**src/rtl/hazard_ctrl.sv**
```systemverilog
// -----------------------------------------------------------------------------
// hazard_ctrl
//   Pipeline hazard controller for a classic 5-stage in-order core.
//   It resolves three kinds of hazard and drives the stall and flush
//   controls of the front end.
//     - Load-use: the instruction in ID reads the destination of a load in EX.
//       The PC and IF/ID are held and a bubble goes into ID/EX.
//     - Taken redirect: a branch or jump resolves taken in EX. The younger
//       instructions are flushed for BR_FLUSH_CYC cycles.
//     - Memory wait: mem_busy freezes the whole pipeline.
//   A sticky timeout flag catches a memory that never answers.
//
//   Priority: mem_busy > ex_branch_taken > REDIRECT-state flush > load_use.
//   The state is registered. All stall and flush outputs are combinational
//   from the state and the inputs, so they act in the same cycle.
//
//   Handshake note: there is no valid/ready pair on this block. The stall
//   and flush outputs are level enables that apply in the cycle they are
//   asserted. The rest of the pipeline samples them on the same rising edge.
//
// Parameters
//   BR_FLUSH_CYC  1 or 2. Number of cycles if_id_flush is high per redirect.
//   MEM_TIMEOUT   0..255. Consecutive busy cycles that set err_timeout.
//                 0 disables the timeout.
//   CNT_W         Width of the performance counters.
//
// Ports
//   clk, rst                   clock, synchronous active-high reset
//   id_rs1/id_rs2 (+_used)     sources of the ID instruction
//   ex_rd, ex_mem_read         destination of the EX instruction, and
//                              whether that instruction is a load
//   ex_branch_taken            PC redirect resolved in EX
//   mem_busy                   data memory is not ready
//   pc_write, if_id_write      PC and IF/ID write enables
//   if_id_flush, id_ex_flush   load a bubble into IF/ID or ID/EX
//   ex_mem_hold                hold EX/MEM and MEM/WB
//   err_timeout                sticky memory-wait timeout
//   state_dbg                  current FSM state (0 RUN, 1 MEM_WAIT, 2 REDIRECT)
//   stall_cnt, flush_cnt       performance counters; these ports exist only
//                              when HAZARD_PERF_CNT_EN is defined
//
// Build option: define HAZARD_PERF_CNT_EN to add the performance counters.
// -----------------------------------------------------------------------------
module hazard_ctrl #(
    parameter int BR_FLUSH_CYC = 1,
    parameter int MEM_TIMEOUT  = 64,
    parameter int CNT_W        = 32
) (
    input  logic             clk,
    input  logic             rst,
    input  logic [4:0]       id_rs1,
    input  logic [4:0]       id_rs2,
    input  logic             id_rs1_used,
    input  logic             id_rs2_used,
    input  logic [4:0]       ex_rd,
    input  logic             ex_mem_read,
    input  logic             ex_branch_taken,
    input  logic             mem_busy,
    output logic             pc_write,
    output logic             if_id_write,
    output logic             if_id_flush,
    output logic             id_ex_flush,
    output logic             ex_mem_hold,
    output logic             err_timeout,
    output logic [1:0]       state_dbg
`ifdef HAZARD_PERF_CNT_EN
    ,
    output logic [CNT_W-1:0] stall_cnt,
    output logic [CNT_W-1:0] flush_cnt
`endif
);

    // Reject illegal parameter values when the design is elaborated.
    if (BR_FLUSH_CYC != 1 && BR_FLUSH_CYC != 2) begin : g_bad_br_flush
        $error("hazard_ctrl: BR_FLUSH_CYC must be 1 or 2");
    end
    if (MEM_TIMEOUT < 0 || MEM_TIMEOUT > 255) begin : g_bad_timeout
        $error("hazard_ctrl: MEM_TIMEOUT must be 0..255");
    end
    if (CNT_W < 1) begin : g_bad_cnt_w
        $error("hazard_ctrl: CNT_W must be at least 1");
    end

    typedef enum logic [1:0] {
        ST_RUN      = 2'd0,
        ST_MEM_WAIT = 2'd1,
        ST_REDIRECT = 2'd2
    } state_t;

    localparam logic [7:0] TMO = 8'(MEM_TIMEOUT);

    state_t     state;
    state_t     state_nxt;
    logic [7:0] wait_cnt;
    logic [7:0] wait_cnt_nxt;
    logic       load_use;
    logic       timeout_hit;

    assign state_dbg = state;

    // The ID instruction needs a value that the load in EX has not produced
    // yet. x0 is hard-wired to zero, so it never creates a dependency.
    assign load_use = ex_mem_read && (ex_rd != 5'd0) &&
                      ((id_rs1_used && (id_rs1 == ex_rd)) ||
                       (id_rs2_used && (id_rs2 == ex_rd)));

    // Combinational outputs and next state, in priority order.
    always_comb begin
        pc_write    = 1'b1;
        if_id_write = 1'b1;
        if_id_flush = 1'b0;
        id_ex_flush = 1'b0;
        ex_mem_hold = 1'b0;
        state_nxt   = ST_RUN;
        if (rst) begin
            // Keep the front end inert and full of bubbles while in reset.
            pc_write    = 1'b0;
            if_id_write = 1'b0;
            if_id_flush = 1'b1;
            id_ex_flush = 1'b1;
            state_nxt   = ST_RUN;
        end else if (mem_busy) begin
            // Freeze everything. A pending redirect is kept and resumes
            // once memory is ready. A branch seen now is deferred, because
            // the held EX stage presents it again.
            pc_write    = 1'b0;
            if_id_write = 1'b0;
            ex_mem_hold = 1'b1;
            state_nxt   = (state == ST_REDIRECT) ? ST_REDIRECT : ST_MEM_WAIT;
        end else if (ex_branch_taken) begin
            // A taken redirect discards any load-use stall in the same
            // cycle. It also restarts a redirect that is already running.
            if_id_flush = 1'b1;
            id_ex_flush = 1'b1;
            state_nxt   = (BR_FLUSH_CYC == 2) ? ST_REDIRECT : ST_RUN;
        end else if (state == ST_REDIRECT) begin
            // Second flush cycle. This covers a registered instruction memory.
            if_id_flush = 1'b1;
            state_nxt   = ST_RUN;
        end else if (load_use) begin
            pc_write    = 1'b0;
            if_id_write = 1'b0;
            id_ex_flush = 1'b1;
            state_nxt   = ST_RUN;
        end
    end

    // Count consecutive busy cycles, saturating at 255.
    always_comb begin
        wait_cnt_nxt = 8'd0;
        if (mem_busy) begin
            wait_cnt_nxt = (wait_cnt == 8'hFF) ? 8'hFF : wait_cnt + 8'd1;
        end
    end

    // The flag sets on the same edge at which the count reaches MEM_TIMEOUT.
    // It is therefore visible in the cycle after the count gets there.
    assign timeout_hit = (MEM_TIMEOUT != 0) && mem_busy && (wait_cnt_nxt >= TMO);

    always_ff @(posedge clk) begin
        if (rst) begin
            state       <= ST_RUN;
            wait_cnt    <= 8'd0;
            err_timeout <= 1'b0;
        end else begin
            state    <= state_nxt;
            wait_cnt <= wait_cnt_nxt;
            if (timeout_hit) begin
                err_timeout <= 1'b1;
            end
        end
    end

`ifdef HAZARD_PERF_CNT_EN
    // Free-running, wrapping event counters. They are cleared only by reset.
    always_ff @(posedge clk) begin
        if (rst) begin
            stall_cnt <= '0;
            flush_cnt <= '0;
        end else begin
            if (!pc_write) begin
                stall_cnt <= stall_cnt + CNT_W'(1);
            end
            if (if_id_flush) begin
                flush_cnt <= flush_cnt + CNT_W'(1);
            end
        end
    end
`endif

endmodule
```
**config.mk**
```make
export PLATFORM = sky130hd
export DESIGN_NAME = hazard_ctrl
export DESIGN_NICKNAME = d
export VERILOG_FILES = /design/src/rtl/hazard_ctrl.sv
export SDC_FILE = /design/constraint.sdc
export NUM_CORES = 1
export LEC_CHECK = 0
export BUFFER_PORTS_ARGS = -buffer_cell sky130_fd_sc_hd__buf_2
export CORE_MARGIN = 8
export CORE_UTILIZATION = 42
export CTS_CLUSTER_DIAMETER = 50
export DETAILED_ROUTE_END_ITERATION = 6
export HOLD_SLACK_MARGIN = 0.1
export PLACE_DENSITY = 0.77
export SYNTH_ARGS = -nofsm -noshare
export SYNTH_HDL_FRONTEND = slang
export SYNTH_SLANG_ARGS = --single-unit
```
**constraint.sdc**
```tcl
create_clock -name clk -period 1.8 [get_ports clk]
set_clock_uncertainty 0.2 [all_clocks]
set_input_delay 0.18 -clock clk [delete_from_list [all_inputs] [get_ports clk]]
set_output_delay 0.18 -clock clk [all_outputs]
set_load 0.02 [all_outputs]
```
======== Word-level counts from Yosys, hierarchy flattened ========
Cells that the tools add are included.
storage, ports and cells
  flip-flop bits (word level) ............. 11
  output and inout port bits .............. 8
  word-level logic and storage cells ...... 37
cells by class
  equality and inequality tests ........... 4
  muxes and demuxes ....................... 19
  add/subtract/negate cells ............... 1
  $lt $le $gt $ge ......................... 1
  bitwise operators ....................... 1
  reductions and logical operators ........ 8
operators with widths
  cell                 count
  $mux 1               16
  $mux 8               2
  $eq 5x5->1           2
  $add 8x1->8 const B  1
  $eq 8x8->1 const B   1
  $ge 8x7->1 const B   1
  $logic_and 1x1->1    5
  $reduce_bool 5->1    1
  $eq 2x2->1 const B   1
  $mux 2               1
  $reduce_or 2->1      1
  $logic_or 1x1->1     1
  $not 1->1            1

======== Depth between registers and ports, before layout ========
Gate-level depths: netlist of run 1.
  depth after elaboration ................. 9
  mapped depth ............................ 5
  gate-level depth less buffers ........... 5

======== Least setup slack after synthesis of run 1 ========
Ideal clock, no wire load.
  path type ............................... input to output
  start point ............................. in ex_rd[1]
  end point ............................... out pc_write
  buffers on the path ..................... 1
  path slack .............................. 0.098 ns
  arrival time ............................ 1.322 ns
  stages on the path ...................... 4
  cell sequence ........................... or4_1 > o211ai_2 > o31a_1 > buf_4
between the ends
  word-level cells in the longest chain between the ends .. 9
ends and longest elaborated chain
  item                                         RTL line  source
  from (decl)                                  55        input logic [4:0] ex_rd,
  $eq 5x5->1, on equally long branches         104, 105
  $logic_and 1x1->1, on equally long branches  104, 105
  $logic_or 1x1->1                             104       ((id_rs1_used && (id_rs1 == ex_rd)) ||
  $logic_and 1x1->1 *                          103       assign load_use = ex_mem_read && (ex_rd != 5'd0) &&
  $mux 1 * (5 in series)                       -
  to (decl)                                    59        output logic pc_write,
Mark *: on every way between the ends. The rest lies on a longest branch, timed or not.

======== Final worst setup path of run 1 ========
  start point ............................. in rst
  end point ............................... out ex_mem_hold
between the ends
  word-level cells in the longest chain between the ends .. 1
ends and longest elaborated chain
  item         RTL line  source
  from (decl)  50        input logic rst,
  $mux 1       115       if (rst) begin
  to (decl)    63        output logic ex_mem_hold,
No other way between the ends.

==> results.toml, run 1 <==
[synth]
yosysTopAreaCellShare_pct = 35.06
syn_area_per_cell_um2 = 8.604
synth-edff-count = 0
async_flop_share_pct = 0
synth_compound_gate_area_share_pct = 16.73
synth-xor-area-share_pct = 18.13
ys_top_cells_by_area = "dfxtp_1, xor2_1, a21oi_1"
synth-warning-count = 0
ys.flop_type = "dfxtp_1"
synthesis.nets = 96
ys_types = 29
synth_top_family_by_area = "simple AND/OR/NAND/NOR gates"
synth_largest_area_cell = "dfxtp_1"
synth-simple-area-share_pct = 21.71
yosysMostFrequentCell = "dfxtp_1"
synth-adder-area-share_pct = 1.992
synth_seq_cells = 11
netlist_area_um2 = 628.1
synthTopCellsByCount = "dfxtp_1, xor2_1, a21oi_1"
yosysSeqAreaShare_pct = 35.06
muxShareOfSynthArea_pct = 1.594
syn-instance-count = 73

[floorplan]
fp.dieH_um = 54.67
rows = 14
ios = 30
coreArea_um2 = 1454
die_x_um = 54.67
dieArea_um2 = 2989
start_util_pct = 43.20

[pwr]
power_density_nw_per_um2 = 615.1
ir_worst_vdd_uv = 379.3
total_power_mw = 0.5080
p_leak_nw = 0.3709

[worst_setup_path]
path_max_fanout = 7
crit_chain = "dlygate4sd3_1 -> buf_2 -> nand2b_1 -> inv_1 -> buf_2"
cp.required_ns = 1.42
critical-path-max-stage-delay_ns = 0.53
cp-end-kind = "primary output"
critPathArrivalTime_ns = 1.36
critPathSlowestCell = "dlygate4sd3_1"
startpoint_type = "input port"
cp_common_cell = "buf_2"
path_class = "input port to primary output"

[placement]
dpl.cell_count = 117
hpwlAfterDp_mm = 1.273
place_congestion = 0.7549
dpl_cell_area_um2 = 789.5
port_buffers = 29
dp_slack_ns = 0.07103

[clock_tree]
cts_tree = "built"
cts-root-buf = "clkbuf_4"
numCtsBuffers = 3
cts_resized = 0
insertion_delay_ns = 0.26
htreeDepth = 1
hold_buffers = 1
cts.clk_slew.worst_paths_ns = 0.07
cts_setup_buffers = 0
cts.path.max_buffers = 2
clkSinkCount = 11

[timing]
finalSetupTns_ns = 0
whs_ns = 0.1762
max_freq_ghz = 0.5755
setup_violations = 0
setup_ws_ns = 0.06226
worst_pin_slew_ns = 0.3314
hold_viol_final = 0
max_slew_margin_pct = 77.70
finalCriticalPeriod_ns = 1.738
slew_viol_final = 0
fin_crit_sh_pct = 96.54
rsz0062_at_grt = "false"

[final_layout]
fin_util_pct = 56.80
synthToLayoutAreaGrowth_pct = 31.47
fin_cells = 122
fin_area_um2 = 825.8
nets = 130
antennaDiodeCount = 0
drive_gt1_share_pct = 33.96

[grt]
antenna_found_initial = 0
grt_pass1_vias = 536
grt_overflow = 0
grt_use_total_pct = 9.723
grt_max_degree = 8
grt_pass1_wl_mm = 2.173

[routing]
drtIter0Drc = 8
wl_per_cell_um = 12.52
first_pass_iters = 4
vias = 612
vias_per_cell = 5.016
drtAntennaViolNets = 0
drc = 0
postRouteWirelength_mm = 1.528

[min_path]
hold_class = "input port to flip-flop"

[run]
maxCapViolCount = 0

[run_status]
status = "finished, final reports clean"
==> kinds of logic after synthesis <==
| group | after synthesis |
|---|---|
| AND/OR/NAND/NOR | 24 |
| AO/OA/AOI/OAI | 16 |
| XOR/XNOR | 13 |
| flip-flops | 11 |
| buffers and inverters | 7 |
| multiplexers | 1 |
| adder cells (fa/ha/maj) | 1 |
==> where the power goes <==
group	leakage [nW]	internal, mW	switching (mW)
clock network	0.0150	0.0856	0.0805
logic	0.267	0.0440	0.0486
registers	0.0892	0.247	0.00266
total	0.371	0.376	0.132
==> layer usage <==
layer	up-vias	track usage, %	wire length [um]
li1	323	-	-
met1	262	10.39	586
met2	25	16.98	728
met3	2	1.902	199
met4	0	6.148	13
met5	-	0	0
==> area by class of cell <==
class,count,area (um^2)
clock buffer,4,26.28
fill,136,628.1
tap,16,20.02
sequential,11,220.2
timing repair buffer,31,162.7
multi-input combinational,55,377.9
inverter,5,18.77
==> cells in the final DEF (no fill, tap or decap), types with 2 or more instances in the layout <==
master,netlist,final
a21oi_1,7,7
a31oi_1,2,2
and3_1,2,2
buf_2,0,29
clkbuf_4,0,3
dfxtp_1,11,11
inv_1,5,5
nand2_1,4,4
nand2b_1,3,3
nand3_1,2,2
nor2_1,4,4
nor4_1,2,2
o21ai_0,2,2
xnor2_1,4,4
xor2_1,9,9
==> registers in the layout, indices dropped and copies added (netlist names) <==
signal / count
wait_cnt: 8
err_timeout: 1
state_dbg: 2
==> worst max-delay path: cells and delay by family <==
family / cells / cell delay [ns]
buffers and inverters: 4 / 0.92
and+or+nand+nor: 1 / 0.26
==> worst paths after layout <==
| kind | start | end | slack (ns) | depth (start not counted) |
|---|---|---|---|---|
| worst max-delay path | rst | ex_mem_hold | 0.06 | 5 |
| worst min register to register | wait_cnt[0]$_SDFF_PP0_ | wait_cnt[0]$_SDFF_PP0_ | 0.30 | 1 |
| worst min-delay path | mem_busy | wait_cnt[4]$_SDFF_PP0_ | 0.18 | 3 |
| worst max register to register | wait_cnt[0]$_SDFF_PP0_ | err_timeout$_SDFFE_PP0P_ | 0.23 | 5 |
No activity file was read; power rests on OpenSTA's default activity.
==> inputs of run 2 (changes only) <==
--- a/config.mk
+++ b/config.mk
@@ -6,12 +6,13 @@
 export NUM_CORES = 1
 export LEC_CHECK = 0
 export BUFFER_PORTS_ARGS = -buffer_cell sky130_fd_sc_hd__buf_2
-export CORE_MARGIN = 8
+export CORE_MARGIN = 2
 export CORE_UTILIZATION = 42
 export CTS_CLUSTER_DIAMETER = 50
 export DETAILED_ROUTE_END_ITERATION = 6
 export HOLD_SLACK_MARGIN = 0.1
 export PLACE_DENSITY = 0.77
+export REMOVE_ABC_BUFFERS = 1
 export SYNTH_ARGS = -nofsm -noshare
 export SYNTH_HDL_FRONTEND = slang
 export SYNTH_SLANG_ARGS = --single-unit
==> constraint.sdc (replaced) <==
create_clock -name clk -period 2 [get_ports clk]
set_clock_uncertainty 0.2 [all_clocks]
set_input_delay 0.2 -clock clk [delete_from_list [all_inputs] [get_ports clk]]
set_output_delay 0.2 -clock clk [all_outputs]
set_load 0.02 [all_outputs]
==> results.toml, run 2 (same netlist as run 1, synthesis figures left out) <==
[run_status]
status = "finished, final reports clean"

[placement]
place_congestion = 0.7734
port_buffers = 29
dpl_cell_area_um2 = 788.3
hpwlAfterDp_mm = 1.111

[pwr]
total_power_mw = 0.4624
p_leak_nw = 0.3709
power_density_nw_per_um2 = 560.8
ir_worst_vdd_uv = 371.7

[routing]
first_pass_iters = 2
vias_per_cell = 5.050
wl_per_cell_um = 11.43
postRouteWirelength_mm = 1.383
vias = 611
drc = 0
drtIter0Drc = 1
drtAntennaViolNets = 0

[clock_tree]
cts.clk_slew.worst_paths_ns = 0.07
clkSinkCount = 11
cts-root-buf = "clkbuf_4"
cts_setup_buffers = 0
cts_tree = "built"
numCtsBuffers = 3
cts.path.max_buffers = 2
htreeDepth = 1
insertion_delay_ns = 0.27

[worst_setup_path]
cp.required_ns = 1.60
crit_chain = "dlygate4sd3_1 -> buf_2 -> nand2b_1 -> inv_1 -> buf_2"
critical-path-max-stage-delay_ns = 0.53
r2r_slack_ns = 0.43
reg2reg_depth = 5
cp-end-kind = "primary output"
path_class = "input port to primary output"
path_max_fanout = 8
r2r-end = "err_timeout$_SDFFE_PP0P_"
path_delay_family = "buffers and inverters"
critPathSlowestCell = "dlygate4sd3_1"
path_buf_inv = 4
cp_common_cell = "buf_2"
critPathArrivalTime_ns = 1.38
rr_startpoint = "wait_cnt[0]$_SDFF_PP0_"
startpoint_type = "input port"

[min_path]
hold_start = "mem_busy"
holdPathEnd = "wait_cnt[4]$_SDFF_PP0_"
whs_path_depth = 3
hold_class = "input port to flip-flop"

[final_layout]
final_common_cell = "buf_2"
fill_cells = 136
regMostFlops = "wait_cnt"
fin_area_um2 = 824.5
largest_reg_flops = 8
final_cell_mix = "buf_2, dfxtp_1, xor2_1"
nets = 130
drive_gt1_share_pct = 33.96
synthToLayoutAreaGrowth_pct = 31.28
antennaDiodeCount = 0

[timing]
worst_pin_slew_ns = 0.3597
slew_viol_final = 0
fin_crit_sh_pct = 89.01
finalSetupTns_ns = 0
max_freq_ghz = 0.5617
max_slew_margin_pct = 75.80
hold_viol_final = 0
rsz0062_at_grt = "false"
setup_violations = 0
finalCriticalPeriod_ns = 1.780

[grt]
grt_pass1_wl_mm = 2.352
grt_use_total_pct = 17.17
antenna_found_initial = 0
grt_pass1_vias = 577
grt_overflow = 0
grt_max_degree = 9

[floorplan]
dieArea_um2 = 1821
coreArea_um2 = 1350
rows = 13
start_util_pct = 46.52
die_x_um = 42.67
ios = 30
fp.dieH_um = 42.67

[run]
maxCapViolCount = 0
## run 2: cell counts in the layout (fill, tap and decap cells not counted)
No cell type changed its count.
## run 2: power breakdown
group          internal, mW  leakage [nW]  total (mW)  switching [mW]
Clock                0.0774        0.0150       0.156          0.0783
Sequential            0.222        0.0892       0.224         0.00237
Combinational        0.0396         0.267      0.0824          0.0428
## run 2: worst min-delay path, stage by stage
cell      delay, ns
buf_2          0.12
nand2b_1       0.23
a21oi_1        0.06
## run 2: area by class of cell
| class | instances | area [um^2] | area share (%) |
|---|---|---|---|
| Multi-Input combinational cell | 55 | 377.9 | 45.83 |
| Sequential cell | 11 | 220.2 | 26.71 |
| Timing Repair Buffer | 31 | 162.7 | 19.73 |
| Clock buffer | 4 | 26.28 | 3.187 |
| Inverter | 5 | 18.77 | 2.276 |
| Tap cell | 15 | 18.77 | 2.276 |
## run 2: timing repair
| action | 4_1_cts | 5_1_grt |
|---|---|---|
| endpoints found under the hold margin | 1 | 0 |
| resized for setup | 0 | 0 |
| hold buffers | 1 | 0 |
## run 2: how the worst max path moves through the flow
stage / from / endpoint / cells after the start
final: rst / ex_mem_hold / 5
after global placement: ex_rd[2] / if_id_write / 6
after CTS: ex_rd[2] / id_ex_flush / 6
after detailed placement: ex_rd[2] / id_ex_flush / 6
after global routing: rst / ex_mem_hold / 5
after floorplan: ex_rd[3] / id_ex_flush / 4
## run 2: per-layer routing
layer	routed length (um)	track usage (%)	part of all wire, %	up-vias
met3	99	5.957	7.2	5
met1	618	18.11	45	265
met5	0	0	0	-
li1	-	-	-	321
met4	35	9.375	2.5	0
met2	630	29.39	46	20
## run 2: metrics by stage
step | setup slack [ns] | hold WS (ns) | util, % | std cells
after floorplan | 0.2721 | 0.2283 | - | 71
after global routing | 0.1268 | 0.2275 | 61.08 | 121
final | 0.2198 | 0.1856 | 61.08 | 121
after CTS | 0.2027 | 0.1982 | 61.08 | 121
after detailed placement | 0.2027 | 0.2810 | 58.39 | 116
after global placement | 0.2404 | 0.2665 | 58.39 | 116
==> inputs of run 3 (changes only) <==
--- a/config.mk
+++ b/config.mk
@@ -7,11 +7,11 @@
 export LEC_CHECK = 0
 export BUFFER_PORTS_ARGS = -buffer_cell sky130_fd_sc_hd__buf_2
 export CORE_MARGIN = 2
-export CORE_UTILIZATION = 42
+export CORE_UTILIZATION = 47
 export CTS_CLUSTER_DIAMETER = 50
 export DETAILED_ROUTE_END_ITERATION = 6
 export HOLD_SLACK_MARGIN = 0.1
-export PLACE_DENSITY = 0.77
+export PLACE_DENSITY = 0.84
 export REMOVE_ABC_BUFFERS = 1
 export SYNTH_ARGS = -nofsm -noshare
 export SYNTH_HDL_FRONTEND = slang
==> results.toml, run 3 (same netlist as run 1, synthesis figures left out) <==
[worst_setup_path]
reg2reg_depth = 5
path_max_fanout = 3
cp-end-kind = "primary output"
cp.required_ns = 1.60
crit_chain = "buf_2 -> xor2_1 -> nor4_2 -> a32oi_1 -> o31a_1 -> buf_2"
path_buf_inv = 2
path_delay_family = "compound AO/OA/AOI/OAI gates"
path_class = "input port to primary output"
rr_startpoint = "wait_cnt[0]$_SDFF_PP0_"
cp_common_cell = "buf_2"
r2r_slack_ns = 0.42
critPathArrivalTime_ns = 1.38
critPathSlowestCell = "o31a_1"
r2r-end = "err_timeout$_SDFFE_PP0P_"
critical-path-max-stage-delay_ns = 0.30
startpoint_type = "input port"

[final_layout]
nets = 129
synthToLayoutAreaGrowth_pct = 29.68
largest_reg_flops = 8
antennaDiodeCount = 0
fin_util_pct = 64.20
fill_cells = 130
final_cell_mix = "buf_2, dfxtp_1, xor2_1"
final_common_cell = "buf_2"
regMostFlops = "wait_cnt"
drive_gt1_share_pct = 34.29

[clock_tree]
hold_buffers = 0
htreeDepth = 1
cts_setup_buffers = 0
cts.clk_slew.worst_paths_ns = 0.07
insertion_delay_ns = 0.26
cts.path.max_buffers = 2
numCtsBuffers = 3
cts-root-buf = "clkbuf_4"
cts_resized = 0
cts_tree = "built"
clkSinkCount = 11

[run]
maxCapViolCount = 0

[placement]
port_buffers = 29
place_congestion = 0.6819
hpwlAfterDp_mm = 1.199
dp_slack_ns = 0.2297

[grt]
grt_overflow = 0
grt_pass1_wl_mm = 2.249
antenna_found_initial = 0
grt_pass1_vias = 590
grt_use_total_pct = 21.42
grt_max_degree = 9

[pwr]
seq_power_share_pct = 49.7
power_density_nw_per_um2 = 554.9
ir_worst_vdd_uv = 398.8
p_int_mw = 0.3374
p_switching_mw = 0.1146
pwr-share-comb_pct = 18.1
p_clk_share_pct = 32.2
p_leak_nw = 0.3668
swShare_pct = 25.35

[floorplan]
die_x_um = 40.56
ios = 30
rows = 13
start_util_pct = 49.51
fp.dieH_um = 40.56
dieArea_um2 = 1645
coreArea_um2 = 1269

[routing]
drc = 0
vias_per_cell = 5.192
wl_per_cell_um = 11.98
drtIter0Drc = 12
postRouteWirelength_mm = 1.438
vias = 623
first_pass_iters = 4
drtAntennaViolNets = 0

[timing]
max_slew_margin_pct = 76.38
finalCriticalPeriod_ns = 1.780
slew_viol_final = 0
setup_ws_ns = 0.2203
finalSetupTns_ns = 0
hold_viol_final = 0
max_freq_ghz = 0.5619
worst_pin_slew_ns = 0.3511
rsz0062_at_grt = "false"
fin_crit_sh_pct = 88.98
setup_violations = 0

[min_path]
hold_start = "rst"
whs_path_depth = 3
holdPathEnd = "err_timeout$_SDFFE_PP0P_"
hold_class = "input port to flip-flop"

[run_status]
status = "finished, final reports clean"
==> run 3: layout make-up <==
class | count | area, um^2 | share of cell area (%)
multi-input combinational | 55 | 377.9 | 46.39
tap | 15 | 18.77 | 2.304
clock buffer | 4 | 26.28 | 3.226
sequential | 11 | 220.2 | 27.04
timing repair buffer | 30 | 152.6 | 18.74
inverter | 5 | 18.77 | 2.304
==> run 3: power groups by stage <==
stage               clock network [mW]  logic [mW]  registers, mW
floorplan                            0      0.0394          0.230
global placement                     0      0.0792          0.229
detailed placement                   0      0.0819          0.230
CTS                              0.151      0.0822          0.225
global route                     0.160      0.0905          0.225
finish                           0.146      0.0817          0.225
==> run 3: routing by layer <==
metal	GRT usage [%]	wire (um)	up-vias
li1	-	-	321
met1	20.20	595	280
met2	39.29	742	18
met3	7.222	69	4
met4	12.50	31	0
met5	0	0	-
==> run 3: worst max-delay path by stage <==
| stage | depth (start not counted) | startpoint | endpoint |
|---|---|---|---|
| after detailed placement | 6 | ex_rd[3] | pc_write |
| after global placement | 6 | ex_rd[3] | if_id_write |
| after global routing | 6 | ex_rd[3] | id_ex_flush |
| after CTS | 6 | ex_rd[3] | pc_write |
| after floorplan | 4 | ex_rd[3] | id_ex_flush |
| final | 6 | ex_rd[3] | if_id_write |
==> run 3: stage by stage <==
step	hold WS (ns)	area, um^2	instances	total power, mW
after floorplan	0.2283	616.8	71	0.2697
after CTS	0.1087	814.5	120	0.4576
after global placement	0.2675	788.3	116	0.3083
after detailed placement	0.2981	788.3	116	0.3116
after global routing	0.1125	814.5	120	0.4755
final	0.1170	814.5	120	0.4520
==> run 3: worst reg2reg max path, cell delays in order, from the launching register on <==
cell     delay [ns]
dfxtp_1        0.38
ha_1           0.22
nand3_1        0.11
nor4_1         0.28
o32a_1         0.21
o21ai_0        0.07
